**src/rtl/fp_to_uint_seq.sv**
```systemverilog
// Iterative IEEE754 to unsigned integer converter, truncating toward zero.
// One alignment shift per clock; valid/ready handshakes on input and output.
module fp_to_uint_seq #(
    parameter int NX   = 8,
    parameter int NM   = 23,
    parameter int NOUT = 16
) (
    input  logic               CLK,
    input  logic               RST,
    input  logic               IN_VALID,
    output logic               IN_READY,
    input  logic [NX+NM:0]     IN_DATA,
    output logic               OUT_VALID,
    input  logic               OUT_READY,
    output logic [NOUT-1:0]    OUT_DATA,
    output logic [2:0]         OUT_FLAGS
);

    localparam int W    = (NM + 1 > NOUT) ? NM + 1 : NOUT;
    localparam int CW   = $clog2(W + 1);
    localparam int BIAS = (1 << (NX - 1)) - 1;
    localparam logic [NX:0] BIAS_V = BIAS[NX:0];

    typedef enum logic [1:0] {IDLE, SHIFT, DONE} state_t;

    state_t          state_q, state_d;
    logic [W-1:0]    work_q, work_d;
    logic [CW-1:0]   cnt_q, cnt_d;
    logic            left_q, left_d;
    logic            sticky_q, sticky_d;
    logic            in_ready_q, in_ready_d;
    logic            out_valid_q, out_valid_d;
    logic [NOUT-1:0] out_data_q, out_data_d;
    logic [2:0]      out_flags_q, out_flags_d;

    logic            in_sign;
    logic [NX-1:0]   in_exp;
    logic [NM-1:0]   in_mant;
    logic [NX:0]     e_val;
    int              e_int;
    int              cnt_full;
    logic [W-1:0]    sig_ext;
    logic [W-1:0]    shifted;
    logic            sticky_next;

    assign in_sign = IN_DATA[NX+NM];
    assign in_exp  = IN_DATA[NX+NM-1:NM];
    assign in_mant = IN_DATA[NM-1:0];

    always_comb begin
        state_d     = state_q;
        work_d      = work_q;
        cnt_d       = cnt_q;
        left_d      = left_q;
        sticky_d    = sticky_q;
        in_ready_d  = in_ready_q;
        out_valid_d = out_valid_q;
        out_data_d  = out_data_q;
        out_flags_d = out_flags_q;

        e_val    = {1'b0, in_exp} - BIAS_V;
        e_int    = int'($signed(e_val));
        cnt_full = (e_int <= NM) ? (NM - e_int) : (e_int - NM);
        sig_ext  = '0;
        sig_ext[NM:0] = {1'b1, in_mant};

        shifted     = left_q ? {work_q[W-2:0], 1'b0} : {1'b0, work_q[W-1:1]};
        sticky_next = sticky_q | (~left_q & work_q[0]);

        case (state_q)
            IDLE: begin
                if (IN_VALID) begin
                    in_ready_d = 1'b0;
                    state_d    = DONE;
                    out_data_d = '0;
                    // Classification order matters: zero/denormal before Inf/NaN before sign
                    if (in_exp == '0) begin
                        out_flags_d = {1'b0, in_sign & (in_mant != '0), in_mant != '0};
                    end else if (in_exp == '1) begin
                        out_data_d  = '1;
                        out_flags_d = 3'b100;
                    end else if (in_sign) begin
                        out_flags_d = 3'b010;
                    end else if (e_int < 0) begin
                        out_flags_d = 3'b001;
                    end else if (e_int >= NOUT) begin
                        out_data_d  = '1;
                        out_flags_d = 3'b100;
                    end else begin
                        work_d   = sig_ext;
                        cnt_d    = cnt_full[CW-1:0];
                        left_d   = (e_int > NM);
                        sticky_d = 1'b0;
                        if (cnt_full == 0) begin
                            out_data_d  = sig_ext[NOUT-1:0];
                            out_flags_d = 3'b000;
                        end else begin
                            state_d = SHIFT;
                        end
                    end
                    out_valid_d = (state_d == DONE);
                end
            end
            SHIFT: begin
                work_d   = shifted;
                sticky_d = sticky_next;
                cnt_d    = cnt_q - 1'b1;
                if (cnt_q == 1) begin
                    state_d     = DONE;
                    out_valid_d = 1'b1;
                    out_data_d  = shifted[NOUT-1:0];
                    out_flags_d = {2'b00, sticky_next};
                end
            end
            DONE: begin
                if (OUT_READY) begin
                    state_d     = IDLE;
                    out_valid_d = 1'b0;
                    in_ready_d  = 1'b1;
                end
            end
            default: begin
                state_d     = IDLE;
                in_ready_d  = 1'b1;
                out_valid_d = 1'b0;
            end
        endcase
    end

    always_ff @(posedge CLK) begin
        if (RST) begin
            state_q     <= IDLE;
            work_q      <= '0;
            cnt_q       <= '0;
            left_q      <= 1'b0;
            sticky_q    <= 1'b0;
            in_ready_q  <= 1'b1;
            out_valid_q <= 1'b0;
            out_data_q  <= '0;
            out_flags_q <= '0;
        end else begin
            state_q     <= state_d;
            work_q      <= work_d;
            cnt_q       <= cnt_d;
            left_q      <= left_d;
            sticky_q    <= sticky_d;
            in_ready_q  <= in_ready_d;
            out_valid_q <= out_valid_d;
            out_data_q  <= out_data_d;
            out_flags_q <= out_flags_d;
        end
    end

    assign IN_READY  = in_ready_q;
    assign OUT_VALID = out_valid_q;
    assign OUT_DATA  = out_data_q;
    assign OUT_FLAGS = out_flags_q;

endmodule

```
**config.mk**
```make
export PLATFORM = sky130hd
export DESIGN_NAME = fp_to_uint_seq
export DESIGN_NICKNAME = d
export VERILOG_FILES = /design/src/rtl/fp_to_uint_seq.sv
export SDC_FILE = /design/constraint.sdc
export NUM_CORES = 1
export LEC_CHECK = 0
export ABC_CLOCK_PERIOD_IN_PS = 9900
export CORE_MARGIN = 4
export CORE_UTILIZATION = 61
export CTS_BUF_LIST = sky130_fd_sc_hd__clkbuf_4
export DETAILED_ROUTE_END_ITERATION = 12
export GPL_ROUTABILITY_DRIVEN = 0
export PLACE_DENSITY = 0.85
export RECOVER_POWER = 50
export SLEW_MARGIN = 30
export SYNTH_ARGS = -nofsm -noshare
export SYNTH_HDL_FRONTEND = slang
export SYNTH_SLANG_ARGS = --single-unit
```
**constraint.sdc**
```tcl
create_clock -name CLK -period 9.9 [get_ports CLK]
set_input_delay 1.485 -clock CLK [delete_from_list [all_inputs] [get_ports CLK]]
set_output_delay 1.485 -clock CLK [all_outputs]
set_load 0.05 [all_outputs]
```
==> results.json, run 1 <==
{
  "die_area_mm2": 0.007576,
  "status": "finished with violations",
  "synth_enable_flop_cells": 0,
  "timing.slew.headroom_pct": -47.31,
  "grt_pass1_wl_um": 16420,
  "critical_path.max_fanout": 29,
  "worst_skew_pair.late_latency_ns": 0.39,
  "synth_async_sr_flop_share_pct": 0,
  "cts_hold_buffers": 0,
  "ff_latch_area_mm2": 0.001082,
  "ys_ff_latch": 54,
  "worst_ep_arrival_time_ns": 6.55,
  "syn-instance-count": 474,
  "path_class": "in -> reg",
  "clock_sinks": 54,
  "required_ns": 10.09,
  "top_level_ports": 57,
  "antenna_cells": 0,
  "antenna_violating_nets_remaining": 0,
  "vias_in_the_first_global_route": 3475,
  "finClkSkew_ns": 0.01289,
  "critPathCaptureType": "flop",
  "timing.final.max_slew_violations": 80,
  "yosysTopAreaCell": "sky130_fd_sc_hd__dfxtp_1",
  "cts_root_cell": "sky130_fd_sc_hd__clkbuf_4",
  "setup_viol_count_final": 0,
  "grt-ovfl-total": 0,
  "cts_inserted_buffers": 5,
  "timing_worst_slew_pin_value_ns": 2.210,
  "rsz0062_at_grt": "false",
  "setup_fix_bufs_post_cts": 0,
  "cts_max_level": 2,
  "finalCritPeriodShare_pct": 64.24,
  "layout.cells.most_common": "sky130_fd_sc_hd__nand2_1",
  "fmax_ghz": 0.1572,
  "most-common-layout-cells": "sky130_fd_sc_hd__nand2_1, sky130_fd_sc_hd__dfxtp_1, sky130_fd_sc_hd__nor2_1, sky130_fd_sc_hd__clkdlybuf4s50_1, sky130_fd_sc_hd__a21oi_1",
  "route.final.wire_length_um": 10170,
  "cts_clk_pin_slew_worst_paths_ns": 0.16,
  "max_cap_viol_count": 2,
  "fillCellCount": 467,
  "dr_total_vias": 3850,
  "synth_flop_cell": "sky130_fd_sc_hd__dfxtp_1",
  "synth-seq-area-share_pct": 28.37,
  "area_growth_pct": 15.53,
  "routed_via_density": 6.592,
  "drt-wirelength-per-cell_um": 17.42,
  "timing.reg2reg.worst_path_depth": 6,
  "grt.total_usage_pct": 26.65,
  "yosysWarnings": 0,
  "finalHoldWorstSlack_ns": 0.4715,
  "yosys.area.top_type_share_pct": 28.37,
  "worst_hold_path.num_cells": 2,
  "drive_gt1_share_pct": 11.39,
  "post_cts_resize_count": 0,
  "setup_total_neg_slack_ns": 0,
  "power_per_cell_area_mw_per_mm2": 111.6,
  "rows": 28,
  "mean_instance_size_in_the_synthesized_netlist_um2": 8.040,
  "final_hold_viol_count": 0,
  "power_leakage_nw": 1.596,
  "grt_max_degree": 50,
  "dp.final_hpwl_um": 7098,
  "start_util_pct": 63.62,
  "clock_tree_from_tritoncts": "built",
  "ctsLongestPathBuffers": 2,
  "post-route-drc-count": 0,
  "timing.critical_path.from_type": "input port",
  "peakVddDrop_v": 0.00007937,
  "chipWidth_um": 87.04,
  "rrSetupSlack_ns": 6.66,
  "timing.final.crit_period_ns": 6.359,
  "core_area_mm2": 0.005991,
  "timing.hold.worst.class": "reg -> reg",
  "firstDrtPassIters": 5,
  "multi_input_comb_area_mm2": 0.002496,
  "drt_first_iter_violations": 331,
  "yosysUniqueCellTypes": 66,
  "mappedNetlistNets": 519,
  "antenna_violations_before_repair": 0,
  "synth.cell_area_mm2": 0.003811,
  "io_buffer_count": 56,
  "finish.net_count": 553,
  "post_synth_main_area_contributors": "sky130_fd_sc_hd__dfxtp_1, sky130_fd_sc_hd__mux2_2, sky130_fd_sc_hd__nand2_1, sky130_fd_sc_hd__a21oi_1, sky130_fd_sc_hd__nor2_1",
  "failed_checks": "max-capacitance violations, max-slew violations",
  "die_h_um": 87.04
}
path summary, 6_finish.rpt:
| kind | start | to |
|---|---|---|
| setup / recovery | IN_DATA[23] | cnt_q[4]$_SDFFE_PP0P_ |
| hold reg to reg | OUT_FLAGS[1]$_SDFFE_PP0P_ | OUT_FLAGS[1]$_SDFFE_PP0P_ |
| hold / removal | OUT_FLAGS[1]$_SDFFE_PP0P_ | OUT_FLAGS[1]$_SDFFE_PP0P_ |
| setup reg to reg | state_q[1]$_SDFFE_PP0P_ | cnt_q[4]$_SDFFE_PP0P_ |
routing by layer:
metal / up-vias / GRT usage, % / part of all wire (%)
li1: 1829 / - / -
met1: 1817 / 36.03 / 42
met2: 181 / 43.55 / 48
met3: 23 / 4.068 / 8.3
met4: 0 / 8.357 / 1.7
met5: - / 0 / 0
cell usage after synthesis, types with 3 or more instances:
cell                       instances
sky130_fd_sc_hd__and3_1            4
sky130_fd_sc_hd__clkbuf_1         14
sky130_fd_sc_hd__nand2b_1          5
sky130_fd_sc_hd__a311oi_1         16
sky130_fd_sc_hd__nor2b_1          12
sky130_fd_sc_hd__a211o_1           4
sky130_fd_sc_hd__nand2_1          60
sky130_fd_sc_hd__nand3_1          12
sky130_fd_sc_hd__nor4_1            7
sky130_fd_sc_hd__xnor2_1           6
sky130_fd_sc_hd__o221ai_1          4
sky130_fd_sc_hd__dfxtp_1          54
sky130_fd_sc_hd__nand4_1          18
sky130_fd_sc_hd__o21ai_0          11
sky130_fd_sc_hd__mux2i_1          12
sky130_fd_sc_hd__inv_1            12
sky130_fd_sc_hd__mux2_2           30
sky130_fd_sc_hd__a31oi_1           7
sky130_fd_sc_hd__buf_6             3
sky130_fd_sc_hd__buf_4             4
sky130_fd_sc_hd__a21oi_1          32
sky130_fd_sc_hd__nor2_1           40
sky130_fd_sc_hd__or2_2             5
sky130_fd_sc_hd__ha_1              9
sky130_fd_sc_hd__o22ai_1           3
sky130_fd_sc_hd__a211oi_1         16
sky130_fd_sc_hd__nor3_1           11
sky130_fd_sc_hd__buf_2            11
sequential cells by signal, indices dropped and copies added (netlist names):
register,flops
cnt_q,5
work_q,24
IN_READY,1
left_q,1
sticky_q,1
OUT_DATA,16
OUT_VALID,1
state_q,2
OUT_FLAGS,3
kinds of logic (layout without fill, tap and decap cells):
kind of cell	Yosys count	in the layout	synth area share [%]
and+or+nand+nor	193	193	25.61
AOI/OAI and AO/OA	120	120	22.85
DFF	54	54	28.37
buffers and inverters	49	84	6.599
muxes	42	42	12.02
adders and majority gates	9	9	2.955
xor gates and xnor gates	7	7	1.609
where the power goes:
group	internal (mW)	switching (mW)	total [mW]	leakage [nW]
logic	0.0483	0.0833	0.132	1.11
registers	0.226	0.00497	0.231	0.440
clock network	0.0534	0.0753	0.129	0.0432
worst max-delay path, stage by stage:
cell	delay [ns]
sky130_fd_sc_hd__dlygate4sd3_1	0.80
sky130_fd_sc_hd__and2_0	0.35
sky130_fd_sc_hd__nand2_1	0.11
sky130_fd_sc_hd__xnor2_1	0.34
sky130_fd_sc_hd__inv_1	0.17
sky130_fd_sc_hd__ha_1	0.27
sky130_fd_sc_hd__nor2_1	0.09
sky130_fd_sc_hd__nor2_1	0.05
sky130_fd_sc_hd__o22ai_1	0.15
sky130_fd_sc_hd__o21ai_0	0.29
sky130_fd_sc_hd__a2111oi_4	0.35
sky130_fd_sc_hd__clkbuf_1	1.30
sky130_fd_sc_hd__nand2_1	0.41
sky130_fd_sc_hd__o211ai_1	0.27
sky130_fd_sc_hd__a21oi_1	0.09
stage by stage:
stage | util [%] | setup slack, ns | total power, mW | instance area [µm²] | cells
detailed placement | 72.35 | 4.266 | 0.3680 | 4334 | 576
finish | 73.50 | 3.541 | 0.4912 | 4403 | 584
global route | 73.50 | 3.223 | 0.5105 | 4403 | 584
global placement | 71.97 | 4.330 | 0.3625 | 4312 | 576
CTS | 73.68 | 4.676 | 0.4932 | 4414 | 584
floorplan | - | 5.631 | 0.3210 | 3811 | 474
area by class of cell:
cell class / count / share of cell area (%)
well taps: 75 / 2.131
clock inverters: 3 / 0.9662
multi-input cells: 371 / 56.69
clock buffers: 5 / 0.8525
inverters: 14 / 1.194
flip-flops and latches: 54 / 24.58
repair buffers: 62 / 13.58
Note: power is estimated with default switching activity, not from simulation.
==> run 2, diff against run 1 <==
ABC_CLOCK_PERIOD_IN_PS = 5800   (was 9900)
CORE_UTILIZATION = 51   (was 61)
PLACE_DENSITY = 0.76   (was 0.85)
clock period = 5.8 ns   (was 9.9 ns; I/O delays follow)
==> run 2 against run 1 <==
  * The flow still finishes with violations (max-capacitance violations, max-slew violations)
  * Worst setup slack worse by 2.4 ns
  * Sequential power up 71%
  * Register-to-register slack got worse by 3.5 ns
  * Clock skew is 0.0032 ns lower
  * Final cell count rose by 4.5%
  * Power rose by 72%
  * Routed wire length is 1.5% higher
  * Critical endpoint is now OUT_DATA[11]$_SDFFE_PP0P_
==> results.json, run 2 (synthesis results as in run 1) <==
{
  "status": "finished with violations",
  "failed_checks": "max-capacitance violations, max-slew violations",
  "worst_ep_arrival_time_ns": 4.98,
  "drt-wirelength-per-cell_um": 16.93,
  "layout.cells.most_common": "sky130_fd_sc_hd__nand2_1",
  "critical_path.max_fanout": 16,
  "dr_total_vias": 3751,
  "setup_fix_bufs_post_cts": 0,
  "dp.cells": 602,
  "final_hold_viol_count": 0,
  "grt-ovfl-total": 0,
  "top_level_ports": 57,
  "cts_root_cell": "sky130_fd_sc_hd__clkbuf_4",
  "largest_reg_flops": 24,
  "fillCellCount": 663,
  "max_cap_viol_count": 1,
  "dp.final_hpwl_um": 7246,
  "io_buffer_count": 56,
  "grt.total_usage_pct": 23.21,
  "finClkSkew_ns": 0.009673,
  "timing.critical_path.slowest_cell_delay_ns": 0.80,
  "critPathMostFrequentCell": "sky130_fd_sc_hd__ha_1",
  "cts_clk_pin_slew_worst_paths_ns": 0.17,
  "worst_skew_pair.late_latency_ns": 0.38,
  "die_h_um": 94.45,
  "peakVddDrop_v": 0.0001357,
  "power_per_cell_area_mw_per_mm2": 189.7,
  "cts_hold_buffers": 0,
  "rrSetupSlack_ns": 3.15,
  "most-common-layout-cells": "sky130_fd_sc_hd__nand2_1, sky130_fd_sc_hd__dfxtp_1, sky130_fd_sc_hd__nor2_1, sky130_fd_sc_hd__clkdlybuf4s50_1, sky130_fd_sc_hd__a21oi_1",
  "setup_viol_count_final": 0,
  "critical_path.top_delay_family": "compound AO/OA/AOI/OAI gates",
  "timing.critical_path.from_type": "input port",
  "timing.critical_path.cells": "dlygate4sd3_1, ha_1, nand3_1, xnor2_1, ha_1, nand3b_1, o21ba_2, mux2i_1, or3b_2, a31oi_1, a211oi_4, nand4_1, a311oi_1",
  "antenna_cells": 0,
  "clock_sinks": 54,
  "ctsLongestPathBuffers": 2,
  "drive_gt1_share_pct": 11.94,
  "core_area_mm2": 0.007253,
  "timing_worst_slew_pin_value_ns": 2.248,
  "area_growth_pct": 16.64,
  "clock_tree_from_tritoncts": "built",
  "cp_slowest_cell": "sky130_fd_sc_hd__dlygate4sd3_1",
  "fmax_ghz": 0.2126,
  "timing.final.crit_period_ns": 4.704,
  "post_cts_resize_count": 0,
  "chipWidth_um": 94.45,
  "timing.slew.headroom_pct": -49.85,
  "cts_inserted_buffers": 5,
  "regMostFlops": "work_q",
  "start_util_pct": 52.54,
  "route.final.wire_length_um": 10330,
  "die_area_mm2": 0.008920,
  "firstDrtPassIters": 5,
  "finish.cell_count_without_fillers": 610,
  "finish.net_count": 555,
  "critical_path.n_buffers_inverters": 1,
  "antenna_violating_nets_remaining": 0,
  "finalHoldWorstSlack_ns": 0.4650,
  "setup_total_neg_slack_ns": 0,
  "timing.final.max_slew_violations": 50,
  "antenna_violations_before_repair": 0,
  "path_class": "in -> reg",
  "rows": 31,
  "timing.hold.worst.class": "reg -> reg",
  "rsz0062_at_grt": "false",
  "grt_pass1_wl_um": 16910,
  "cts_max_level": 2,
  "drt_first_iter_violations": 243,
  "vias_in_the_first_global_route": 3557,
  "required_ns": 6.08,
  "power_leakage_nw": 1.610,
  "finalCritPeriodShare_pct": 81.10,
  "utilization_pct": 61.29,
  "grt_max_degree": 50,
  "routed_via_density": 6.149,
  "post-route-drc-count": 0,
  "critPathCaptureType": "flop"
}
==> run 2: routing by layer <==
metal | global-route usage [%] | vias up | share of wire [%]
li1 | - | 1837 | -
met1 | 31.25 | 1781 | 45
met2 | 39.48 | 125 | 49
met3 | 2.948 | 8 | 4.9
met4 | 5.535 | 0 | 0.77
met5 | 0 | - | 0
==> run 2: area by class of cell <==
cell class                      count  area (µm²)  share of cell area [%]
Multi-Input combinational cell    371        2485                   55.90
Inverter                           14       52.55                   1.182
Tap cell                           99       123.9                   2.786
Timing Repair Buffer               64       616.8                   13.88
Clock inverter                      3       48.80                   1.098
Sequential cell                    54        1081                   24.32
Clock buffer                        5       37.54                  0.8444
==> run 2: path summary, 6_finish.rpt <==
check,start,to,depth (start not counted)
worst max-delay path,IN_DATA[23],OUT_DATA[11]$_SDFFE_PP0P_,13
worst min-delay path,OUT_VALID$_SDFFE_PP0P_,OUT_VALID$_SDFFE_PP0P_,2
worst max register to register,cnt_q[1]$_SDFFE_PP0P_,OUT_DATA[1]$_SDFFE_PP0P_,8
worst min register to register,OUT_VALID$_SDFFE_PP0P_,OUT_VALID$_SDFFE_PP0P_,2
==> run 2: worst register-to-register path: stages, from the launching register on <==
cell and delay [ns]:
sky130_fd_sc_hd__dfxtp_1 0.35, sky130_fd_sc_hd__inv_1 0.09, sky130_fd_sc_hd__ha_1 0.16, sky130_fd_sc_hd__nor4b_1 0.74
sky130_fd_sc_hd__mux2i_1 0.26, sky130_fd_sc_hd__or2_2 0.35, sky130_fd_sc_hd__a21oi_1 0.12, sky130_fd_sc_hd__buf_4 0.25
sky130_fd_sc_hd__a311oi_1 0.12
==> run 2: where the power goes <==
part | leakage [nW] | internal, mW | switching, mW
sequential | 0.440 | 0.386 | 0.00870
combinational | 1.13 | 0.0826 | 0.141
clock | 0.0433 | 0.0938 | 0.132
==> run 2: per-stage QoR <==
stage / worst slack, ns / total power [mW] / cell area [µm²]
finish: 1.096 / 0.8434 / 4446
global placement: 0.7674 / 0.6234 / 4357
CTS: 1.207 / 0.8487 / 4453
global route: 0.8393 / 0.8767 / 4446
floorplan: 2.146 / 0.5480 / 3811
detailed placement: 0.8189 / 0.6276 / 4367
